### src/rtl/io_ctrl_pkg.sv
`default_nettype none
// +----------------------------------------------------------------------+
// | Module : io_ctrl_pkg                                                 |
// | Brief  : Register map, STATUS/CTRL bit positions for io_port_ctrl.   |
// | Rev    : 1.0  initial release                                        |
// +----------------------------------------------------------------------+
package io_ctrl_pkg;

  localparam logic [2:0] c_sel_addr_l  = 3'd0;
  localparam logic [2:0] c_sel_addr_h  = 3'd1;
  localparam logic [2:0] c_sel_data    = 3'd2;
  localparam logic [2:0] c_sel_ctrl    = 3'd3;
  localparam logic [2:0] c_sel_status  = 3'd4;
  localparam logic [2:0] c_sel_in_data = 3'd5;

  localparam int c_st_empty     = 0;
  localparam int c_st_full      = 1;
  localparam int c_st_overflow  = 2;
  localparam int c_st_in_full   = 3;
  localparam int c_st_count_lsb = 4;

  localparam int c_ctrl_auto_inc = 0;
  localparam int c_ctrl_flush    = 1;

  localparam int c_fifo_width = 24;

  function automatic logic [7:0] pack_status(input logic       empty,
                                             input logic       full,
                                             input logic       overflow,
                                             input logic       in_full,
                                             input logic [3:0] count);
    logic [7:0] s;
    s                             = '0;
    s[c_st_empty]                 = empty;
    s[c_st_full]                  = full;
    s[c_st_overflow]              = overflow;
    s[c_st_in_full]               = in_full;
    s[c_st_count_lsb +: 4]        = count;
    return s;
  endfunction

endpackage
`default_nettype wire

### src/rtl/io_fifo.sv
`default_nettype none
// +----------------------------------------------------------------------+
// | Module : io_fifo                                                     |
// | Brief  : Zero-latency FIFO with flush; head reads as zero when empty.|
// | Rev    : 1.0  initial release                                        |
// +----------------------------------------------------------------------+
module io_fifo #(
  parameter int WIDTH = 24,
  parameter int DEPTH = 4,
  localparam int AW   = $clog2(DEPTH),
  localparam int CW   = AW + 1
) (
  input  logic             clk,
  input  logic             rst,
  input  logic             push,
  input  logic             pop,
  input  logic             flush,
  input  logic [WIDTH-1:0] din,
  output logic [WIDTH-1:0] dout,
  output logic             full,
  output logic             empty,
  output logic [CW-1:0]    count
);

  logic [WIDTH-1:0] r_mem [DEPTH];
  logic [AW-1:0]    r_wr_ptr;
  logic [AW-1:0]    r_rd_ptr;
  logic [CW-1:0]    r_count;
  logic             w_pop;
  logic             w_push;

  assign empty  = (r_count == '0);
  assign full   = (r_count == CW'(DEPTH));
  assign count  = r_count;
  assign w_pop  = pop && !empty;
  assign w_push = push && (!full || w_pop);
  assign dout   = empty ? '0 : r_mem[r_rd_ptr];

  always_ff @(posedge clk or negedge rst) begin
    if (!rst) begin
      r_wr_ptr <= '0;
      r_rd_ptr <= '0;
      r_count  <= '0;
    end else if (flush) begin
      r_wr_ptr <= '0;
      r_rd_ptr <= '0;
      r_count  <= '0;
    end else begin
      if (w_push) r_wr_ptr <= r_wr_ptr + AW'(1);
      if (w_pop)  r_rd_ptr <= r_rd_ptr + AW'(1);
      r_count <= r_count + CW'(w_push) - CW'(w_pop);
    end
  end

  // Storage needs no reset: the head is masked to zero while empty.
  always_ff @(posedge clk) begin
    if (w_push && !flush) r_mem[r_wr_ptr] <= din;
  end

endmodule
`default_nettype wire

### src/rtl/io_port_controller.sv
`default_nettype none
// +----------------------------------------------------------------------+
// | Module : io_port_controller                                          |
// | Brief  : Register-mapped output FIFO and single-byte input holder.   |
// | Rev    : 1.0  initial release                                        |
// +----------------------------------------------------------------------+
module io_port_controller
  import io_ctrl_pkg::*;
#(
  parameter int DEPTH        = 4,
  parameter bit AUTO_INC_RST = 1'b0
) (
  input  logic        clk,
  input  logic        rst,
  input  logic        reg_we,
  input  logic        reg_re,
  input  logic [2:0]  reg_sel,
  input  logic [7:0]  bus,
  output logic [7:0]  rd_data,
  output logic [15:0] out_address_bus,
  output logic [7:0]  out_data_bus,
  output logic        out_valid,
  input  logic        out_ready,
  input  logic [7:0]  in_data,
  input  logic        in_valid,
  output logic        in_ready
);

  localparam int CW = $clog2(DEPTH) + 1;

  logic [15:0]             r_addr;
  logic                    r_auto_inc;
  logic                    r_overflow;
  logic                    r_in_full;
  logic [7:0]              r_in_byte;

  logic [c_fifo_width-1:0] w_fifo_dout;
  logic                    w_full;
  logic                    w_empty;
  logic [CW-1:0]           w_count;
  logic                    w_wr_data;
  logic                    w_pop;
  logic                    w_push;
  logic                    w_flush;
  logic                    w_ovf_set;
  logic                    w_st_rd;
  logic                    w_in_rd;
  logic                    w_in_cap;

  assign w_wr_data = reg_we && (reg_sel == c_sel_data);
  assign w_pop     = !w_empty && out_ready;
  assign w_flush   = reg_we && (reg_sel == c_sel_ctrl) && bus[c_ctrl_flush];
  assign w_push    = w_wr_data && (!w_full || w_pop) && !w_flush;
  assign w_ovf_set = w_wr_data && w_full && !w_pop;
  assign w_st_rd   = reg_re && (reg_sel == c_sel_status);
  assign w_in_rd   = reg_re && (reg_sel == c_sel_in_data);
  assign w_in_cap  = in_valid && !r_in_full;

  io_fifo #(
    .WIDTH (c_fifo_width),
    .DEPTH (DEPTH)
  ) u_fifo (
    .clk   (clk),
    .rst   (rst),
    .push  (w_push),
    .pop   (w_pop),
    .flush (w_flush),
    .din   ({r_addr, bus}),
    .dout  (w_fifo_dout),
    .full  (w_full),
    .empty (w_empty),
    .count (w_count)
  );

  assign out_valid       = !w_empty;
  assign out_address_bus = w_fifo_dout[23:8];
  assign out_data_bus    = w_fifo_dout[7:0];
  assign in_ready        = !r_in_full;

  always_ff @(posedge clk or negedge rst) begin
    if (!rst) begin
      r_addr     <= '0;
      r_auto_inc <= AUTO_INC_RST;
    end else begin
      if (reg_we && (reg_sel == c_sel_addr_l)) r_addr[7:0]  <= bus;
      if (reg_we && (reg_sel == c_sel_addr_h)) r_addr[15:8] <= bus;
      if (reg_we && (reg_sel == c_sel_ctrl))   r_auto_inc   <= bus[c_ctrl_auto_inc];
      if (w_push && r_auto_inc)                r_addr       <= r_addr + 16'd1;
    end
  end

  // A new overflow in the same cycle as a STATUS read must survive the read.
  always_ff @(posedge clk or negedge rst) begin
    if (!rst) begin
      r_overflow <= 1'b0;
    end else if (w_flush) begin
      r_overflow <= 1'b0;
    end else if (w_ovf_set) begin
      r_overflow <= 1'b1;
    end else if (w_st_rd) begin
      r_overflow <= 1'b0;
    end
  end

  always_ff @(posedge clk or negedge rst) begin
    if (!rst) begin
      r_in_full <= 1'b0;
      r_in_byte <= '0;
    end else if (w_in_cap) begin
      r_in_full <= 1'b1;
      r_in_byte <= in_data;
    end else if (w_in_rd) begin
      r_in_full <= 1'b0;
    end
  end

  always_comb begin
    rd_data = 8'h00;
    case (reg_sel)
      c_sel_status:  rd_data = pack_status(w_empty, w_full, r_overflow, r_in_full, 4'(w_count));
      c_sel_in_data: rd_data = r_in_byte;
      default:       rd_data = 8'h00;
    endcase
  end

endmodule
`default_nettype wire

### config.mk
export PLATFORM = sky130hd
export DESIGN_NAME = io_port_controller
export DESIGN_NICKNAME = d
export VERILOG_FILES = /design/src/rtl/io_ctrl_pkg.sv /design/src/rtl/io_fifo.sv /design/src/rtl/io_port_controller.sv
export SDC_FILE = /design/constraint.sdc
export NUM_CORES = 1
export LEC_CHECK = 0
export CORE_UTILIZATION = 41
export DETAILED_ROUTE_END_ITERATION = 6
export PLACE_DENSITY = 0.58
export SETUP_SLACK_MARGIN = 0.3
export SYNTH_ARGS = -nofsm -noshare
export SYNTH_HDL_FRONTEND = slang
export SYNTH_SLANG_ARGS = --single-unit
### constraint.sdc
create_clock -name clk -period 2.7 [get_ports clk]
set_input_delay 0.54 -clock clk [delete_from_list [all_inputs] [get_ports clk]]
set_output_delay 0.54 -clock clk [all_outputs]
set_load 0.02 [all_outputs]
Word-level counts from Yosys, hierarchy flattened
Memory sizes are Yosys's and may differ from the RTL's.
Cells that the tools add are included.
- $add $sub $neg: 5
- multipliers: 0
- div/mod/pow operators: 0
- order comparisons: 0
- equal/unequal tests: 6
- shifts and indexed selects: 0
- multiplexer cells: 17
- bitwise logic cells: 0
- reductions and logical operators: 32
- operators by type and width (operator ; number):
    two-way mux 24 bit ; 1
    logical AND 1 bit ; 17
    adder 16 x 1 -> 16 bit (second input constant) ; 1
    two-way mux 16 bit ; 1
    two-way mux 8 bit ; 2
    one-hot mux 8 bit (2 select lines) ; 1
    nonzero test 2 bit ; 5
    equality test 3 bit (second input constant) ; 3
    two-way mux 2 bit ; 4
    two-way mux 1 bit ; 7
    equality test 3 x 2 -> 1 bit (second input constant) ; 2
    zero test 3 bit ; 2
    zero test 1 bit ; 5
    adder 2 x 1 -> 2 bit (second input constant) ; 2
    adder 3 x 1 -> 3 bit ; 1
    equality test 3 x 1 -> 1 bit (second input constant) ; 1
    two-way mux 3 bit ; 1
    nonzero test 3 bit ; 1
    subtractor 3 x 1 -> 3 bit ; 1
    logical OR 1 bit ; 2
- flip-flop bits (word level): 34
- latch bits: 0
- bits in writable memories: 96
- memory bits (read-only): 0
- input port bits: 25
- output and inout bits: 34
- logic and storage cells: 70
- memories kept: 1
- memories (name ; words ; bits a word ; read ports ; clocked after Yosys merged registers in ; write ports ; RTL line ; source):
    u_fifo.r_mem ; 4 ; 24 ; 1 ; 0 ; 1 ; io_fifo.sv:25 ; logic [WIDTH-1:0] r_mem [DEPTH];

Longest topological paths before layout
Gate-level depths: netlist of the first run.
- word-level depth: 10
- gate-level depth with buffers: 11
- gate-level depth less buffers: 10

Hierarchy
From an unflattened synthesis of the first run, not the netlist that was laid out.
- cells, all modules: 368
- area, all modules: 5870.6 um2
- by module, submodules not included (module ; instances ; cells an instance ; area an instance (um2)):
    io_fifo ; 1 ; 198 ; 4191.5
    io_port_controller ; 1 ; 170 ; 1679.1

Worst setup path before layout of the first run
OpenSTA, ideal clock, no wires.
- path kind: reg-to-reg
- from: register u_fifo.r_count[1], in the netlist u_fifo.count[1]
- to: register u_fifo.r_count[2], in the netlist u_fifo.count[2]
- library setup time: 128 ps
- arrival time: 2315 ps
- data required time: 2572 ps
- slack: 257 ps
- cell stages (with the launch flop): 12
- path buffers: 1
- period minus slack after synthesis: 2443 ps
- cell sequence: dfrtp_1 > or3_1 > clkbuf_1 > and2_1 > ha_1 > inv_1 > ha_1 > inv_1 > fa_1 > xor2_1 > xnor2_1 > nor2_1
- cells in the longest elaborated chain, start to end: 10
- elaborated cells between the ends (all ways): 14
- classes of those cells: add/sub: 2; eq/ne: 1; mux: 1; reduce/logical: 10
- ends and longest elaborated chain (item ; RTL line ; source):
    start: declaration ; io_fifo.sv:28 ; logic [CW-1:0] r_count;
    start signal: assignment ; io_fifo.sv:51 ; r_count <= r_count + CW'(w_push) - CW'(w_pop);
    zero test 3 bit ; io_fifo.sv:32 ; assign empty = (r_count == '0);
    zero test 1 bit ; io_fifo.sv:35, io_port_controller.sv:51 ;
    logical AND 1 bit ; io_port_controller.sv:51 ; assign w_pop = !w_empty && out_ready;
    logical OR 1 bit ; io_port_controller.sv:53 ; assign w_push = w_wr_data && (!w_full || w_pop) && !w_flush;
    logical AND 1 bit (2 in a row) ; io_port_controller.sv:53 ;
    logical AND 1 bit ; io_fifo.sv:36 ; assign w_push = push && (!full || w_pop);
    adder 3 x 1 -> 3 bit ; io_fifo.sv:51 ;
    subtractor 3 x 1 -> 3 bit * ; io_fifo.sv:51 ;
    two-way mux 3 bit * ; io_fifo.sv:44 ; end else if (flush) begin
Every way passes the cells marked *; elsewhere a longest branch is shown, timed or not.
A chain may end at the register's enable or synchronous reset.

Worst setup path after layout of the first run
- from: register u_fifo.r_rd_ptr[0]
- to: output out_address_bus[12]
- cells in the longest elaborated chain, start to end: 2
- ends and longest elaborated chain (item ; RTL line ; source):
    start: declaration ; io_fifo.sv:27 ; logic [AW-1:0] r_rd_ptr;
    start signal: assignment ; io_fifo.sv:50 ; if (w_pop) r_rd_ptr <= r_rd_ptr + AW'(1);
    memory read (4 x 24 bit) ; n/a ;
    two-way mux 24 bit ; io_fifo.sv:37 ; assign dout = empty ? '0 : r_mem[r_rd_ptr];
    end: declaration ; io_port_controller.sv:20 ; output logic [15:0] out_address_bus,
No other way between the ends.

==> out/qor.yml, run 1 <==
placed_area_sq_mm: 0.00669
finalHoldViolCount: 0
setup_violations: 0
synthArstFlopShare_pct: 26.2
drive_gt1_share_pct: 35.8
gr-total-overflow: 0
slew_violations: 0
min_path_type: "reg2reg"
ir_drop_uv: 528
synth_top_area_share_pct: 51.1
cp-end-kind: "output port"
hold_end: "r_in_byte[5]"
layout_min_cycle_time_ns: 2.48
cts_made_buffers: 17
diodes: 0
tightest_slew_ns: 0.467
worstHoldStart: "r_in_byte[5]"
start_kind: "register"
drc: 0
die_h_microns: 119
hpwl_microns: 7940
io_buffers: 58
synth_area_per_cell_sq_um: 15.4
nets: 509
synthMuxAreaShare_pct: 12.5
grt_pass1_wl_microns: 19900
cts_tree: "built"
ys_warn_count: 0
first_pass_iters: 4
worst_skew_pair.late_latency_ns: 0.42
arrival_ns: 1.94
clk_pin_slew_ns: 0.05
r2r_setup_slack_ns: 0.39
synthTopCellsByArea: "edfxtp_1 51%, dfrtp_1 15%, mux4_2 9.6%"
io_pins: 59
crit_required_ns: 2.16
synthSimpleGateAreaFrac_pct: 11.7
place_congestion: 0.815
yosys.area.top_type: "edfxtp_1"
hold_depth: 1
rr_worst_depth: 10
clockBufferDepth: 2
cts_sinks: 130
seq_area_frac_synth_pct: 66.1
critPathKind: "reg2out"
wire_per_inst_microns: 18.5
cts-htree-levels: 4
grt_setup_unrepaired: "yes"
reg2reg_from: "u_fifo.count[0]"
clock_skew_ns: 0.0133
p_per_area_mw_per_mm2: 1030
n_fill_cell: 1106
grt_antenna_before_repair: 0
synth_most_common_cell: "edfxtp_1"
max_freq_ghz: 0.403
cp_max_fo: 5
timing.rr.end: "u_fifo.count[2]"
grt.total_usage_pct: 19.1
grt_pass1_vias: 3762
drtIter0Drc: 196
coreArea_sq_mm: 0.0133
synth_edf_count: 96
syn-cell-area_sq_mm: 0.00565
start_util_pct: 42.3
ant_nets: 0
synth-compound-area-share_pct: 4.21
cts_root_buf: "clkbuf_16"
tns_ns: 0
wl_microns: 12300
status: "complete, no violations"
synth_fa_ha_area_share_pct: 1.91
avgViaCountPerCell: 5.28
syn2layout_area_growth_pct: 33.6
total_power_mw: 7.74
maxCapViolations: 0
synthXorXnorAreaFrac_pct: 1.40
relSlewSlack_pct: 68.7
p_leak_nw: 2.82
synth_nets: 400
period_share_pct: 91.8
synth_top_family_by_area: "multiplexers"
dieWidth_microns: 119
synth_cells: 367
yosys-top-cells-count: "96 x edfxtp_1, 34 x dfrtp_1, 26 x and2_1, 26 x nor2_1, 24 x mux4_2"
yosysUniqueCellTypes: 51
fin_area_sq_mm: 0.00754
yosys_register_bits: 130
vias: 3508
die-area_sq_mm: 0.0142
grt_max_degree: 35
num_rows: 42
synthFlopType: "edfxtp_1"
cell families (layout without fill, tap and decap cells):
logic type,after synthesis,after routing
DFF,130,130
and+or+nand+nor,121,121
muxes,39,39
adders and majority gates,8,8
xor gates and xnor gates,9,9
buffers and inverters,28,150
AOI/OAI and AO/OA,32,32
power by group:
part | switching, mW | internal [mW]
logic | 1.27 | 1.76
registers | 0.242 | 2.43
clock network | 0.773 | 1.26
how the worst max path moves through the flow:
stage,start,end,depth (start not counted)
after floorplan,u_fifo.count[2],u_fifo.count[2],11
after global placement,reg_sel[0],rd_data[7],5
after detailed placement,reg_we,u_fifo.count[2],11
after CTS,u_fifo.r_rd_ptr[0],out_address_bus[15],5
after global routing,u_fifo.r_rd_ptr[0],out_data_bus[2],6
final,u_fifo.r_rd_ptr[0],out_address_bus[12],6
state kept, by name, summed over array words and instances, names as in the netlist:
name and cells:
u_fifo.r_wr_ptr 2, r_in_full 1, u_fifo.r_rd_ptr 2, r_overflow 1, r_addr 16, u_fifo.count 3
u_fifo.r_mem 96, r_in_byte 8, r_auto_inc 1
critical path, stage by stage, from the launching register on:
cell and delay (ns):
dfrtp_2 0.41, buf_6 0.14, buf_16 0.12, buf_4 0.11, mux4_2 0.48, and2_4 0.15
buf_6 0.12
metrics by stage:
| step | setup slack (ns) | std cells | util, % | hold slack, ns |
|---|---|---|---|---|
| finish | 0.222 | 665 | 56.5 | 0.522 |
| global route | 0.162 | 665 | 56.5 | 0.531 |
| CTS | 0.0995 | 661 | 54.8 | 0.530 |
| detailed placement | -0.0187 | 615 | 50.1 | 0.518 |
| global placement | 0.0384 | 615 | 50.1 | 0.509 |
| floorplan | 0.303 | 367 | - | 0.244 |
repair_timing:
item / 4_1_cts / 5_1_grt
buffers inserted: 12 / 4
hold buffers: 0 / 0
endpoints found under the setup margin: 34 / 31
gates cloned: 2 / 0
pin swaps: 5 / 25
resized for setup: 112 / 95
metal layers:
| layer | global-route usage [%] | part of all wire [%] | vias up |
|---|---|---|---|
| met5 | 0 | 0 | - |
| met4 | 8.13 | 1.9 | 0 |
| met3 | 6.47 | 4.9 | 19 |
| met2 | 30.6 | 50 | 93 |
| met1 | 23.7 | 43 | 1762 |
| li1 | - | - | 1634 |
cell type report:
class / count / area (sq um) / area share, %
flip-flops and latches: 130 / 3730 / 49.5
multi-input cells: 209 / 1890 / 25.0
repair buffers: 109 / 1130 / 15.0
well taps: 176 / 220 / 2.92
clock buffers: 26 / 499 / 6.62
inverters: 9 / 33.8 / 0.448
clock inverters: 6 / 31.3 / 0.415
placed cells by master, fill, tap and decap left out, types with 3 or more instances in the layout:
| master | Yosys | final |
|---|---|---|
| nand2b_1 | 3 | 3 |
| buf_4 | 1 | 32 |
| xnor2_1 | 6 | 6 |
| clkbuf_8 | 0 | 4 |
| buf_12 | 0 | 8 |
| clkbuf_1 | 11 | 5 |
| edfxtp_1 | 96 | 96 |
| nor3_1 | 8 | 8 |
| dfrtp_1 | 34 | 33 |
| dlygate4sd2_1 | 0 | 3 |
| o211ai_1 | 5 | 5 |
| nand4_1 | 5 | 5 |
| clkbuf_2 | 0 | 6 |
| buf_6 | 1 | 32 |
| mux2_2 | 9 | 9 |
| and3_1 | 7 | 7 |
| nand3_1 | 10 | 10 |
| ha_1 | 7 | 5 |
| mux4_2 | 24 | 24 |
| a21oi_1 | 4 | 4 |
| nand2_1 | 16 | 16 |
| clkbuf_16 | 0 | 17 |
| nor2b_1 | 6 | 5 |
| mux2i_1 | 5 | 5 |
| o21ai_0 | 5 | 5 |
| nor2_1 | 26 | 26 |
| clkdlybuf4s50_1 | 0 | 24 |
| and2_4 | 0 | 24 |
| inv_1 | 9 | 7 |
| a221oi_1 | 3 | 3 |
| clkinv_2 | 0 | 4 |
Power figures use the tool's default switching activity.
==> run 2: changes to the inputs <==
--- a/config.mk
+++ b/config.mk
@@ -9,6 +9,8 @@
 export DETAILED_ROUTE_END_ITERATION = 6
 export PLACE_DENSITY = 0.58
 export SETUP_SLACK_MARGIN = 0.3
+export SLEW_MARGIN = 25
 export SYNTH_ARGS = -nofsm -noshare
 export SYNTH_HDL_FRONTEND = slang
+export SYNTH_HIERARCHICAL = 1
 export SYNTH_SLANG_ARGS = --single-unit
==> out/qor.yml, run 2 <==
status: "complete, no violations"
hpwl_microns: 7810
layout_min_cycle_time_ns: 2.49
grt_setup_unrepaired: "yes"
drtIter0Drc: 207
vias: 3532
die_h_microns: 122
wire_per_inst_microns: 18.3
synth_top_area_share_pct: 49.1
critical-path-slowest-cell: "mux4_2"
n_fill_cell: 1142
p_leak_nw: 2.86
grt.total_usage_pct: 17.9
slew_violations: 0
ir_drop_uv: 394
drc: 0
synthTopCellsByArea: "edfxtp_1 49%, dfrtp_1 14%, mux4_2 9.2%"
relSlewSlack_pct: 69.0
grt_max_degree: 35
fin_ws_ns: 0.210
yosysUniqueCellTypes: 59
synth_edf_count: 96
arrival_ns: 1.95
place_ws_ns: 0.0622
die-area_sq_mm: 0.0148
maxCapViolations: 0
p_per_area_mw_per_mm2: 1020
finalHoldViolCount: 0
ant_nets: 0
period_share_pct: 92.2
critPathKind: "reg2out"
io_buffers: 58
multi_input_area_sq_mm: 0.00202
setup_violations: 0
cts_hold_buf: 0
final_common_cell: "edfxtp_1"
yosys.area.top_type: "edfxtp_1"
cts-htree-levels: 4
diodes: 0
cts_made_buffers: 17
worst_skew_pair.late_latency_ns: 0.41
cts_tree: "built"
max_freq_ghz: 0.402
avgViaCountPerCell: 5.28
regArea_sq_mm: 0.00374
crit_required_ns: 2.16
top_register: "u_fifo/r_mem"
clock_skew_ns: 0.0110
first_pass_iters: 6
cts_root_buf: "clkbuf_16"
start_util_pct: 42.1
cp-end-kind: "output port"
drive_gt1_share_pct: 35.0
synth_nets: 400
syn2layout_area_growth_pct: 30.2
synth_area_per_cell_sq_um: 16.0
final_util_pct: 54.9
synth_cells: 368
ys_warn_count: 6
cp_max_fo: 5
syn-cell-area_sq_mm: 0.00587
yosys-top-cells-count: "96 x edfxtp_1, 34 x dfrtp_1, 27 x nor2_1"
grt_antenna_before_repair: 0
seq_area_frac_synth_pct: 63.6
yosys_register_bits: 130
crit_chain: "buf_12 > buf_16 > buf_12 > mux4_2 > nor2b_4 > buf_6"
synthFlopType: "edfxtp_1"
place_congestion: 0.783
tns_ns: 0
path_common_cell: "buf_12"
largest_registers: "u_fifo/r_mem x96, r_addr x16, r_in_byte x8"
cts_sinks: 130
clockBufferDepth: 2
grt_pass1_wl_microns: 19500
io_pins: 59
clk_pin_slew_ns: 0.06
cp_slowest_stage_delay_ns: 0.48
wl_microns: 12300
grt_pass1_vias: 3643
tightest_slew_ns: 0.466
nets: 508
dieWidth_microns: 122
synth_most_common_cell: "edfxtp_1"
min_path_type: "reg2reg"
synthArstFlopShare_pct: 26.2
final_cell_mix: "96 x edfxtp_1, 34 x buf_4, 30 x dfrtp_1, 27 x nor2_1, 25 x clkdlybuf4s50_1"
coreArea_sq_mm: 0.0139
gr-total-overflow: 0
num_rows: 43
largest_reg_flops: 96
start_kind: "register"
[run 2: kinds of logic after synthesis]
group,after synthesis,share of synthesized area [%]
flops,130,63.6
simple gates,112,12.4
mux,46,13.2
compound gates,39,5.52
buf+inv,29,2.86
fa+ha+maj,7,1.62
xor+xnor,5,0.746
[run 2: timing repair]
item,4_1_cts,5_1_grt
setup buffers,7,13
hold endpoints to repair,0,0
resized for setup,67,72
pin swaps,1,1
cloned,1,1
endpoints found under the setup margin,34,26
[run 2: path summary, 6_finish.rpt]
| kind | from | end | slack (ns) | cells after the start |
|---|---|---|---|---|
| hold / removal | r_in_byte[4] | r_in_byte[4] | 0.52 | 1 |
| max in group asynchronous | rst | u_fifo/r_rd_ptr[0] | 1.79 | 2 |
| hold reg to reg | r_in_byte[4] | r_in_byte[4] | 0.52 | 1 |
| setup reg to reg | u_fifo/count[1] | u_fifo/count[1] | 0.48 | 9 |
| setup / recovery | u_fifo/r_rd_ptr[0] | out_data_bus[1] | 0.21 | 6 |
| min in group asynchronous | rst | r_in_byte[5] | 0.54 | 2 |
[run 2: power by group]
part / switching, mW / internal, mW / leakage, nW
Combinational: 1.33 / 1.65 / 1.34
Sequential: 0.291 / 2.44 / 1.26
Clock: 0.781 / 1.33 / 0.260
[run 2: cell type report]
class | count | area share (%)
sequential | 130 | 48.9
tap | 180 | 2.95
clock buffer | 26 | 6.40
multi-input combinational | 209 | 26.4
clock inverter | 6 | 0.753
timing repair buffer | 108 | 14.1
inverter | 10 | 0.491
[run 2: worst max-delay path, delay by kind of cell, from the launching register on]
| kind | cells | cell delay [ns] |
|---|---|---|
| buffers and inverters | 4 | 0.46 |
| and+or+nand+nor | 1 | 0.14 |
| DFF | 1 | 0.45 |
| muxes | 1 | 0.48 |
[run 2: layer usage]
layer / track usage (%) / share of wire, % / up-vias
met5: 0 / 0 / -
met2: 29.7 / 50 / 91
met1: 22.6 / 44 / 1785
met3: 3.89 / 3.5 / 17
li1: - / - / 1639
met4: 7.56 / 1.8 / 0
[run 2: stage by stage]
stage | power (mW) | hold WS [ns] | cells | instance area (sq um)
after floorplan | 4.43 | 0.244 | 368 | 5900
after global placement | 5.32 | 0.504 | 615 | 6850
after detailed placement | 5.36 | 0.509 | 615 | 6850
after CTS | 7.51 | 0.526 | 655 | 7470
after global routing | 8.22 | 0.543 | 669 | 7640
final | 7.82 | 0.520 | 669 | 7640
